--- config.mk ---
export PLATFORM = sky130hd
export DESIGN_NAME = tile_ctrl_param
export DESIGN_NICKNAME = d
export VERILOG_FILES = /design/src/rtl/tile_ctrl_param.sv
export SDC_FILE = /design/constraint.sdc
export NUM_CORES = 1
export LEC_CHECK = 0
export BUFFER_PORTS_ARGS = -buffer_cell sky130_fd_sc_hd__buf_2
export CAP_MARGIN = 20
export CORE_MARGIN = 2
export CORE_UTILIZATION = 46
export DETAILED_ROUTE_END_ITERATION = 8
export PLACE_DENSITY = 0.82
export SYNTH_ARGS = -nofsm -noshare
export SYNTH_HDL_FRONTEND = slang
export SYNTH_SLANG_ARGS = --single-unit
--- constraint.sdc ---
create_clock -name CLK -period 3.65 [get_ports CLK]
set_input_delay 0.5475 -clock CLK [delete_from_list [all_inputs] [get_ports CLK]]
set_output_delay 0.5475 -clock CLK [all_outputs]
set_load 0.02 [all_outputs]
--- src/rtl/tile_ctrl_param.sv ---
// tile_ctrl_param: sequences an MxN * NxT product over ARRxARR tiles (t inner, m middle, n outer),
// issuing row loads, a fixed RUN window and accumulate-or-store handshakes per tile.
module tile_ctrl_param #(
  parameter int ARR = 4,
  parameter int DIMW = 5,
  parameter int DATA_W = 8,
  localparam int CW = $clog2(ARR),
  localparam int TIW = DIMW - CW,
  localparam int AW = 2 * TIW + CW
) (
  input  logic              CLK,
  input  logic              RST,
  input  logic              Start,
  input  logic [3*DIMW-1:0] MNT,
  input  logic              Tile_Done,
  input  logic              LOAD_DONE,
  input  logic              STORE_DONE,
  input  logic              INIT_DONE,
  output logic              LOAD_I,
  output logic              LOAD_W,
  output logic              START_CALC,
  output logic              ACC,
  output logic              OMSRC,
  output logic [CW-1:0]     ICOL,
  output logic [CW-1:0]     WROW,
  output logic [CW:0]       ROW_TOTAL,
  output logic [AW-1:0]     ADDR_I,
  output logic [AW-1:0]     ADDR_W,
  output logic [AW-1:0]     ODST,
  output logic [15:0]       SHAMT,
  output logic              CLR_DP,
  output logic              CLR_W,
  output logic              BUSY,
  output logic              DONE,
  output logic              ERR
);
  typedef enum logic [2:0] {IDLE, LOAD_BOTH, LOAD_INPUT, RUN, WAIT, STORE_ACC, BRANCH, FIN} state_t;
  state_t state_q, state_d;
  logic [DIMW-1:0] m_dim_q, m_dim_d, n_dim_q, n_dim_d, t_dim_q, t_dim_d;
  logic [TIW-1:0] t_q, t_d, m_q, m_d, n_q, n_d;
  logic [CW:0] icnt_q, icnt_d, wcnt_q, wcnt_d;
  logic [CW-1:0] run_q, run_d;
  logic done_q, done_d, err_q, err_d, omsrc_q, omsrc_d;
  logic load_i, load_w, clr_dp, clr_w, adv;
  logic [CW:0] rem_t, rem_m, rem_n;
  logic [DIMW:0] tot_t, tot_m, tot_n;

  function automatic logic [DIMW:0] tiles(input logic [DIMW-1:0] x);
    return ((DIMW+1)'(x) + (DIMW+1)'(ARR - 1)) >> CW;
  endfunction

  // Remaining rows of the current tile, clamped to the array edge.
  function automatic logic [CW:0] rem(input logic [DIMW-1:0] x, input logic [TIW-1:0] i);
    logic [DIMW:0] r;
    r = (DIMW+1)'(x) - ((DIMW+1)'(i) << CW);
    return r > (DIMW+1)'(ARR) ? (CW+1)'(ARR) : r[CW:0];
  endfunction

  always_ff @(posedge CLK or posedge RST) begin
    if (RST) begin
      state_q <= IDLE;
      m_dim_q <= '0;
      n_dim_q <= '0;
      t_dim_q <= '0;
      t_q <= '0;
      m_q <= '0;
      n_q <= '0;
      icnt_q <= '0;
      wcnt_q <= '0;
      run_q <= '0;
      done_q <= 1'b0;
      err_q <= 1'b0;
      omsrc_q <= 1'b0;
    end else begin
      state_q <= state_d;
      m_dim_q <= m_dim_d;
      n_dim_q <= n_dim_d;
      t_dim_q <= t_dim_d;
      t_q <= t_d;
      m_q <= m_d;
      n_q <= n_d;
      icnt_q <= icnt_d;
      wcnt_q <= wcnt_d;
      run_q <= run_d;
      done_q <= done_d;
      err_q <= err_d;
      omsrc_q <= omsrc_d;
    end
  end

  always_comb begin
    tot_t = tiles(t_dim_q);
    tot_m = tiles(m_dim_q);
    tot_n = tiles(n_dim_q);
    rem_t = rem(t_dim_q, t_q);
    rem_m = rem(m_dim_q, m_q);
    rem_n = rem(n_dim_q, n_q);
    state_d = state_q;
    m_dim_d = m_dim_q;
    n_dim_d = n_dim_q;
    t_dim_d = t_dim_q;
    t_d = t_q;
    m_d = m_q;
    n_d = n_q;
    icnt_d = '0;
    wcnt_d = '0;
    run_d = '0;
    done_d = 1'b0;
    err_d = err_q;
    load_i = 1'b0;
    load_w = 1'b0;
    clr_dp = 1'b0;
    clr_w = 1'b0;
    adv = 1'b0;
    omsrc_d = ~INIT_DONE | (state_q == STORE_ACC);
    case (state_q)
      IDLE: if (Start) begin
        if (~|MNT[3*DIMW-1:2*DIMW] | ~|MNT[2*DIMW-1:DIMW] | ~|MNT[DIMW-1:0]) begin
          done_d = 1'b1;
          err_d = 1'b1;
        end else begin
          {m_dim_d, n_dim_d, t_dim_d} = MNT;
          err_d = 1'b0;
          state_d = LOAD_BOTH;
        end
      end
      LOAD_BOTH, LOAD_INPUT: begin
        load_i = icnt_q < rem_t;
        load_w = (state_q == LOAD_BOTH) && (wcnt_q < rem_m);
        icnt_d = icnt_q + (CW+1)'(load_i);
        wcnt_d = wcnt_q + (CW+1)'(load_w);
        state_d = (!load_i && !load_w) ? RUN : state_q;
      end
      RUN: begin
        run_d = run_q + 1'b1;
        state_d = (run_q == CW'(ARR - 1)) ? WAIT : RUN;
      end
      WAIT: begin
        adv = (n_q == '0) && Tile_Done;
        state_d = (n_q != '0) ? (LOAD_DONE ? STORE_ACC : WAIT) : (Tile_Done ? BRANCH : WAIT);
      end
      STORE_ACC: begin
        adv = STORE_DONE;
        state_d = STORE_DONE ? BRANCH : STORE_ACC;
      end
      // Pointers have already advanced here; wrapping to all-zero means the job is finished.
      BRANCH: begin
        clr_dp = 1'b1;
        clr_w = (t_q == '0);
        done_d = (t_q == '0) && (m_q == '0) && (n_q == '0);
        state_d = done_d ? FIN : (t_q != '0) ? LOAD_INPUT : LOAD_BOTH;
      end
      FIN: begin
        t_d = '0;
        m_d = '0;
        n_d = '0;
        state_d = IDLE;
      end
      default: state_d = IDLE;
    endcase
    if (adv) begin
      t_d = (t_q == TIW'(tot_t - 1'b1)) ? '0 : t_q + 1'b1;
      if (t_q == TIW'(tot_t - 1'b1)) begin
        m_d = (m_q == TIW'(tot_m - 1'b1)) ? '0 : m_q + 1'b1;
        if (m_q == TIW'(tot_m - 1'b1)) n_d = (n_q == TIW'(tot_n - 1'b1)) ? '0 : n_q + 1'b1;
      end
    end
  end

  assign LOAD_I = load_i;
  assign LOAD_W = load_w;
  assign START_CALC = state_q == RUN;
  assign ACC = n_q != '0;
  assign OMSRC = omsrc_q;
  assign ICOL = icnt_q[CW-1:0];
  assign WROW = wcnt_q[CW-1:0];
  assign ROW_TOTAL = rem_t;
  assign ADDR_I = {n_q, t_q, icnt_q[CW-1:0]};
  assign ADDR_W = {n_q, m_q, wcnt_q[CW-1:0]};
  assign ODST = {m_q, t_q, icnt_q[CW-1:0]};
  assign SHAMT = 16'((ARR - int'(rem_n)) * DATA_W);
  assign CLR_DP = clr_dp;
  assign CLR_W = clr_w;
  assign BUSY = state_q != IDLE;
  assign DONE = done_q;
  assign ERR = err_q;
endmodule

Word level (Yosys, flattened, before mapping):

Cells that the tools add are included.
Widths: inputs -> output; s select.

* add/sub/neg operators: 16
* multiplexer cells: 37
* reduce and logical (&&, ||, !) cells: 25
* bitwise operators: 5
* order comparisons: 5
* equality and inequality tests: 14

Operators by type and width (count)
* $mux 3: 22
* $pmux 3 s7: 1
* $gt 6x3->1 const B: 3
* $sub 5x5->6: 3
* $add 5x2->5 const B: 3
* $reduce_or 5->1: 3
* $eq 3x3->1 const B: 4
* $logic_not 3->1: 4
* $mux 2: 5
* $add 3x1->3 const B: 3
* $eq 3x3->1: 3
* $reduce_bool 3->1: 3
* $sub 3x1->3 const B: 3
* $mux 1: 7
* $add 3x1->3: 2
* $eq 3x2->1 const B: 2
* $lt 3x3->1: 2
* $ne 2x2->1 const B: 3
* $reduce_and 3->1: 2
* $logic_and 1x1->1: 5
* $logic_not 1->1: 5
* $pmux 1 s2: 2
* $sub 3x3->4 const A: 1
* $eq 3x1->1 const B: 1
* other kinds (7): 10

* output and inout bits: 57
* input bits: 22
* word-level logic and storage cells: 115
* register bits: 38

Longest topological paths before layout:

Gate-level depths: netlist of the first run.

* depth in word-level cells: 9
* depth in mapped cells: 18
* mapped depth without buffers: 18

Least setup slack after synthesis of the first run:

Ideal clock, no wire load.

* path type: register to output
* from: register t_q[0]
* to: output LOAD_I
* cell stages (with the launch flop): 12
* arrival: 2.743 ns
* buffers on the path: 0
* setup slack: 0.360 ns
* required time: 3.102 ns
* cells stage by stage: dfrtp_1 -> ha_1 -> inv_1 -> fa_1 -> xnor2_1 -> o21ai_1 -> a211oi_1 -> and2_1 -> ha_1 -> a211oi_1 -> a32oi_1 -> nor2_1

* cells in the longest elaborated chain, start to end: 5

RTL lines
* start, declared: RTL line 40 `logic [TIW-1:0] t_q, t_d, m_q, m_d, n_q, n_d;`
* start signal, assigned: RTL line 79 `t_q <= t_d;`
* $sub 5x5->6 *: RTL line 55 `r = (DIMW+1)'(x) - ((DIMW+1)'(i) << CW);`
* $gt 6x3->1: RTL line 56 `return r > (DIMW+1)'(ARR) ? (CW+1)'(ARR) : r[CW:0];`
* $mux 3 *: RTL line 56
* $lt 3x3->1 *: RTL line 128 `load_i = icnt_q < rem_t;`
* $mux 1 *: RTL line 116 `case (state_q)`
* end, declared: RTL line 19 `output logic LOAD_I,`

Every way passes the cells marked *; elsewhere a longest branch is shown, timed or not.

Final worst setup path of the first run:

* from: register t_q[1]
* to: output LOAD_I

* cells in the longest elaborated chain, start to end: 5

RTL lines (RTL line)
* $sub 5x5->6: 55
* $gt 6x3->1: 56
* $mux 3: 56
* $lt 3x3->1: 128
* $mux 1: 116

Every way passes these cells.

==> results.md, run 1 <==
- Commonest non-fill, non-tap cell in the layout: buf_2
- Overall die area: 7090 um^2
- GR Overflow Total: 0
- Total GRT Usage: 18.5%
- Unique cell type count in the Yosys netlist: 53
- Initial drt markers: 103
- Vias in the first global route: 2217
- CTS buffer count: 5
- Final WL: 6.46 mm
- Post-synth EDFFs: 0
- Fin Clk Skew: 0.00593 ns
- Initial DRT Pass Iterations: 4
- Total power per unit cell area: 927 nW/um^2
- Sw Share: 47.3%
- CTS Buffer Depth: 2
- Data arrival time of the worst path: 3.05 ns
- Via/cell ratio: 5.23
- Synth warnings: 0
- Peak fanout along the critical path: 6
- H-Tree Depth: 2
- CP endpoint kind: primary output
- Clock power share: 9.8%
- Avg Synthesized Cell Area: 9.73 um^2
- Slew margin rel.: 55.4%
- Mapped Cells: 304
- R2R setup slack: 0.52 ns
- Ports: 79
- Worst Path Class, Setup: flip-flop to primary output
- Place WS: 0.210 ns
- Wire per inst: 14.9 um
- Static leakage: 0.00170 uW
- Comb power frac: 63.7%
- Layout Nets: 407
- Main synth FF type: dfrtp_1
- ANT nets after route: 0
- Max Fclk: 278 MHz
- Die X: 84.2 um
- Power consumption: 3120 uW
- # rows: 29
- Status: finished clean
- Worst slew pin tran: 0.668 ns
- N_diodes: 0
- Synth-to-layout area growth: 13.7%
- Psw: 1470 uW
- Final setup vio count: 0
- Reg power frac: 26.5%
- Footprint of the multi-input gates: 1750 um^2
- First-pass GRT wire length: 10.3 mm
- Initial Utilization: 47.1%
- Min cycle time layout: 3.60 ns
- Final setup slack of the worst path: 0.0540 ns
- Clock transition at path regs: 0.08 ns
- CTS Hold Buffers Added: 0
- Global placement routability congestion: 0.863
- Worst-Skew Late Latency: 0.30 ns
- Req. time, crit path: 3.10 ns
- Synth async-reset ratio: 100%
- Slew Viols, Final: 0
- Root Buffer: clkbuf_8
- Layout cells sized above 1: 31.8%
- Type of origin of the critical path: flip-flop
- Synthesized flop and latch total: 38
- Core area: 6280 um^2
- Port bufs: 65
- Die Span Y: 84.2 um
- CTS tree: yes
- Worst hold margin: 0.288 ns
- Post-synthesis sequential area ratio: 32.1%
- Largest net degree at the start of global routing: 21
- Fill count: 542
- Final Cycle Share: 98.5%
- VDD IR-drop max: 523 uV
- Reg area: 955 um^2
- Most frequent cells in the layout: 64 x buf_2, 35 x dfrtp_1, 25 x ha_1
- Mapped Area: 2960 um^2
- Post-DP HPWL: 5.03 mm
- Clock Sinks: 38
- HP Class: input pin to async pin
- P_int: 1640 uW
- MaxCap Viol Count: 0
- Via count: 2258
- Antenna violations before repair: 0
- Final hold vios: 0
- DR DRC count: 0
==> routing by layer <==
layer	up-vias	GRT usage, %	share of wire (%)
met5	-	0	0
met2	69	29.4	49
met1	1093	23.9	43
met4	0	7.62	1.6
li1	1086	-	-
met3	10	4.92	5.6
==> final timing paths <==
path	cells after the start	startpoint	endpoint
max	11	t_q[1]	LOAD_I
min	2	RST	wcnt_q[2]
max reg2reg	14	m_dim_q[2]	wcnt_q[1]
min reg2reg	1	run_q[0]	run_q[0]
max in group asynchronous	4	RST	t_q[0]
min in group CLK	2	INIT_DONE	OMSRC
==> cell usage after synthesis, types with 2 or more instances <==
| cell type | instances | area share [%] |
|---|---|---|
| mux2_4 | 11 | 5.6 |
| nor2b_1 | 9 | 1.9 |
| or3_1 | 2 | 0.42 |
| a31oi_1 | 2 | 0.42 |
| and2_1 | 8 | 1.7 |
| o21ai_1 | 6 | 1.0 |
| o211ai_1 | 3 | 0.76 |
| fa_1 | 3 | 2.0 |
| nand2b_1 | 4 | 0.85 |
| nand4b_1 | 2 | 0.59 |
| nand3b_1 | 2 | 0.51 |
| nand4_1 | 2 | 0.42 |
| ha_1 | 28 | 12 |
| inv_1 | 26 | 3.3 |
| nor3_1 | 2 | 0.34 |
| a211oi_1 | 2 | 0.51 |
| a21oi_1 | 11 | 1.9 |
| buf_4 | 32 | 8.1 |
| buf_2 | 2 | 0.34 |
| dfrtp_1 | 38 | 32 |
| or4_1 | 2 | 0.51 |
| and3_1 | 4 | 0.85 |
| xnor3_1 | 3 | 2.3 |
| buf_6 | 2 | 0.76 |
| nor2_1 | 17 | 2.2 |
| nor2_2 | 2 | 0.42 |
| mux2_2 | 2 | 0.76 |
| xor2_1 | 6 | 1.8 |
| nand3_1 | 5 | 0.85 |
| nand2_1 | 23 | 2.9 |
| xnor2_1 | 12 | 3.6 |
| o21ai_0 | 10 | 1.7 |
==> power groups by stage <==
stage / clock network (uW) / registers [uW] / logic (uW)
final: 304 / 826 / 1990
after global routing: 329 / 853 / 2210
after floorplan: 0 / 779 / 1530
after detailed placement: 0 / 816 / 1850
after CTS: 315 / 808 / 1880
after global placement: 0 / 802 / 1800
==> state kept, by name, summed over array words and instances, names as in the netlist <==
signal and flops:
t_q 3, ERR 1, m_q 3, wcnt_q 3
run_q 2, DONE 1, OMSRC 1, m_dim_q 5
icnt_q 3, t_dim_q 5, n_q 3, state_q 3
n_dim_q 5
==> per-stage QoR <==
| stage | TNS (ns) | utilization (%) | std cells | cell area (um^2) |
|---|---|---|---|---|
| CTS | 0 | 52.2 | 431 | 3280 |
| floorplan | 0 | - | 316 | 3000 |
| global placement | 0 | 50.3 | 422 | 3160 |
| detailed placement | 0 | 50.7 | 423 | 3180 |
| finish | 0 | 53.6 | 432 | 3360 |
| global route | -0.136 | 53.6 | 432 | 3360 |
==> critical path, cell delays in order, from the launching register on <==
cell and delay [ns]:
dfrtp_1 0.47, inv_1 0.16, fa_2 0.40, xnor2_1 0.15, o21ai_1 0.09, a211oi_2 0.28
and2_4 0.23, ha_4 0.20, a211oi_2 0.27, a32oi_2 0.17, nor2_1 0.16, buf_4 0.17
==> area by class of cell <==
type	count	area share, %
timing repair buffer	68	11.0
multi-input combinational	214	52.0
clock buffer	7	2.57
tap	77	2.87
clock inverter	1	0.149
sequential	38	28.4
inverter	27	3.01
==> cells by family after synthesis <==
group / share of synthesized area, %
xor+xnor: 7.61
flops: 32.1
simple gates: 16.1
compound gates: 10.6
buf+inv: 12.8
other cells: 0.127
mux: 6.73
fa+ha+maj: 13.9
==> repair_timing <==
action | 4_1_cts | 5_1_grt
endpoints found under the setup margin | 1 | 2
pin swaps | 0 | 7
gates resized for setup | 1 | 19
buffers inserted | 0 | 1
(Power assumes the default switching activity.)
==> run 2, diff against run 1 <==
==> config.mk (replaced) <==
export PLATFORM = sky130hd
export DESIGN_NAME = tile_ctrl_param
export DESIGN_NICKNAME = d
export VERILOG_FILES = /design/src/rtl/tile_ctrl_param.sv
export SDC_FILE = /design/constraint.sdc
export NUM_CORES = 1
export LEC_CHECK = 0
export ABC_AREA = 1
export CAP_MARGIN = 20
export CORE_MARGIN = 2
export CORE_UTILIZATION = 46
export DETAILED_ROUTE_END_ITERATION = 8
export DONT_BUFFER_PORTS = 1
export PLACE_DENSITY = 0.72
export SYNTH_ARGS = -nofsm -noshare
export SYNTH_HDL_FRONTEND = slang
export SYNTH_SLANG_ARGS = --single-unit
==> run 2 against run 1 <==
Die area rose by 3.0%. Clock power rose by 47%. Register-to-register slack improved by 0.19 ns. Combinational power fell by 21%. First-iteration DRC count rose by 25%.
==> results.md, run 2 <==
- Setup TNS: 0 ns
- Busiest layer in global routing: met2
- Initial drt markers: 129
- Die X: 85.4 um
- Slew Viols, Final: 0
- XOR/XNOR Fraction of Synth Area: 4.88%
- Synth Area in Adders: 13.5%
- Synth Area in Simple Gates: 24.8%
- Clock Sinks: 38
- Layout cells sized above 1: 8.73%
- Die Span Y: 85.4 um
- Ports: 79
- Main synth FF type: dfrtp_1
- MaxCap Viol Count: 0
- Layout Nets: 453
- Vias in the first global route: 2324
- CTS Hold Buffers Added: 0
- Peak fanout along the critical path: 6
- Initial Utilization: 47.8%
- Synthesized flop and latch total: 38
- Antenna violations before repair: 0
- Commonest non-fill, non-tap cell in the layout: nand2_1
- Met2 Usage GRT: 31.3%
- Wire per inst: 13.3 um
- Yosys top cell area share: 31.2%
- First-pass GRT wire length: 10.8 mm
- Post-synth EDFFs: 0
- Final hold vios: 0
- Final Cycle Share: 93.6%
- Most frequent cells in the layout: 87 x nand2_1, 76 x inv_1, 37 x dfrtp_1
- RSZ-0062 raised after global routing: false
- Layout Utilization: 49.1%
- Initial DRT Pass Iterations: 4
- Reg-to-reg endpoint: icnt_q[2]
- Min cycle time layout: 3.41 ns
- Overall die area: 7300 um^2
- Mapped Cells: 407
- CTS tree: yes
- Data arrival time of the worst path: 2.87 ns
- DR DRC count: 0
- H-Tree Depth: 2
- Via count: 2347
- VDD IR-drop max: 524 uV
- Synth warnings: 0
- Fin Clk Skew: 0.00802 ns
- Final WL: 6.34 mm
- Clock transition at path regs: 0.08 ns
- Post-DP HPWL: 5.02 mm
- Total GRT Usage: 18.7%
- Core area: 6390 um^2
- Largest net degree at the start of global routing: 39
- Root Buffer: clkbuf_8
- Worst Path Class, Setup: flip-flop to primary output
- # rows: 29
- Synth-to-layout area growth: 2.75%
- Max Fclk: 293 MHz
- Global placement routability congestion: 0.950
- N_diodes: 0
- Final setup vio count: 0
- Cell taking the most area after synthesis: dfrtp_1
- Avg Synthesized Cell Area: 7.49 um^2
- Mapped Area: 3050 um^2
- RR Startpoint: t_q[1]
- CTS buffer count: 5
- Post-synthesis sequential area ratio: 31.2%
- Via/cell ratio: 4.91
- Synth Area in Compound Gates: 7.30%
- Most frequent cells after synthesis: 87 x nand2_1, 76 x inv_1, 38 x dfrtp_1
- CP endpoint kind: primary output
- Post-synthesis mux area share: 0%
- Static leakage: 0.00175 uW
- HP Class: input pin to async pin
- Largest regs: m_dim_q: 5 flops, n_dim_q: 5 flops, t_dim_q: 5 flops
- GR Overflow Total: 0
- Cells on worst reg2reg path: 18
- Met1 Use GR: 23.4%
- Slew margin rel.: 59.9%
- ANT nets after route: 0
- Worst-Skew Late Latency: 0.31 ns
- Type of origin of the critical path: flip-flop
- Worst slew pin tran: 0.602 ns
- Synth area leaders: dfrtp_1 31%, ha_1 11%, nand2_1 11%, inv_1 9.4%, buf_4 7.9%
- Port bufs: 0
- R2R setup slack: 0.71 ns
- Unique cell type count in the Yosys netlist: 34
- Req. time, crit path: 3.10 ns
- Postcts setup bufs: 0
- Total power per unit cell area: 891 nW/um^2
- Top-count cell post-synth: nand2_1
- Main combinational cell family by area after synthesis: simple AND/OR/NAND/NOR gates
- CTS Buffer Depth: 2
- Synth async-reset ratio: 100%
- GR Layer Usage met3: 6.42%
- Status: finished clean
[run 2: how the worst max path moves through the flow]
stage	from	end	slack, ns	depth (start not counted)
finish	n_q[0]	SHAMT[5]	0.24	8
global placement	t_q[1]	LOAD_I	0.50	14
CTS	t_q[1]	LOAD_I	0.09	13
floorplan	t_q[0]	LOAD_I	0.47	15
global route	t_q[1]	LOAD_I	0.01	13
detailed placement	t_q[1]	LOAD_I	0.45	13
[run 2: worst max-delay path: stages (launching register included)]
cell and delay [ns]:
dfrtp_1 0.59, ha_1 0.33, fa_1 0.38, xor2_1 0.13
o21ai_0 0.13, a211oi_1 0.25, nand2_1 0.11, ha_1 0.22
xnor2_1 0.42
[run 2: through the flow]
stage	power, uW	cells	hold WS, ns	area, um^2	setup slack [ns]
2_1_floorplan	2140	419	0.409	3100	0.470
3_3_place_gp	2300	470	0.428	3000	0.503
3_5_place_dp	2360	470	0.439	3000	0.455
4_1_cts	2810	478	0.268	3130	0.0900
5_1_grt	3090	478	0.299	3130	0.0147
6_report	2790	478	0.243	3130	0.235
[run 2: report_power, final]
| part | switching (uW) | internal, uW |
|---|---|---|
| Sequential | 210 | 559 |
| Combinational | 1020 | 560 |
| Clock | 172 | 274 |
[run 2: layout make-up]
cell class,instances,area [um^2]
fillers,645,3250
multi-input cells,267,1590
well taps,77,96.3
repair buffers,8,60.1
flip-flops and latches,38,952
clock inverters,3,68.8
inverters,80,300
clock buffers,5,68.8
[run 2: timing repair]
item,CTS,global route
hold endpoints to repair,0,0
resized for setup,0,1
endpoints found under the setup margin,0,1
[run 2: metal layers]
layer / share of wire [%] / vias up
met3: 8.4 / 8
li1: - / 1203
met5: 0 / -
met1: 45 / 1062
met2: 45 / 74
met4: 0.99 / 0
[run 2: logic make-up (layout without fill, tap and decap cells)]
logic type	after synthesis	in the layout
AND/OR/NAND/NOR	170	170
buffers and inverters	114	96
flip-flops	38	38
AO/OA/AOI/OAI	36	36
adder cells (fa/ha/maj)	31	31
XOR/XNOR	17	17
other	1	13
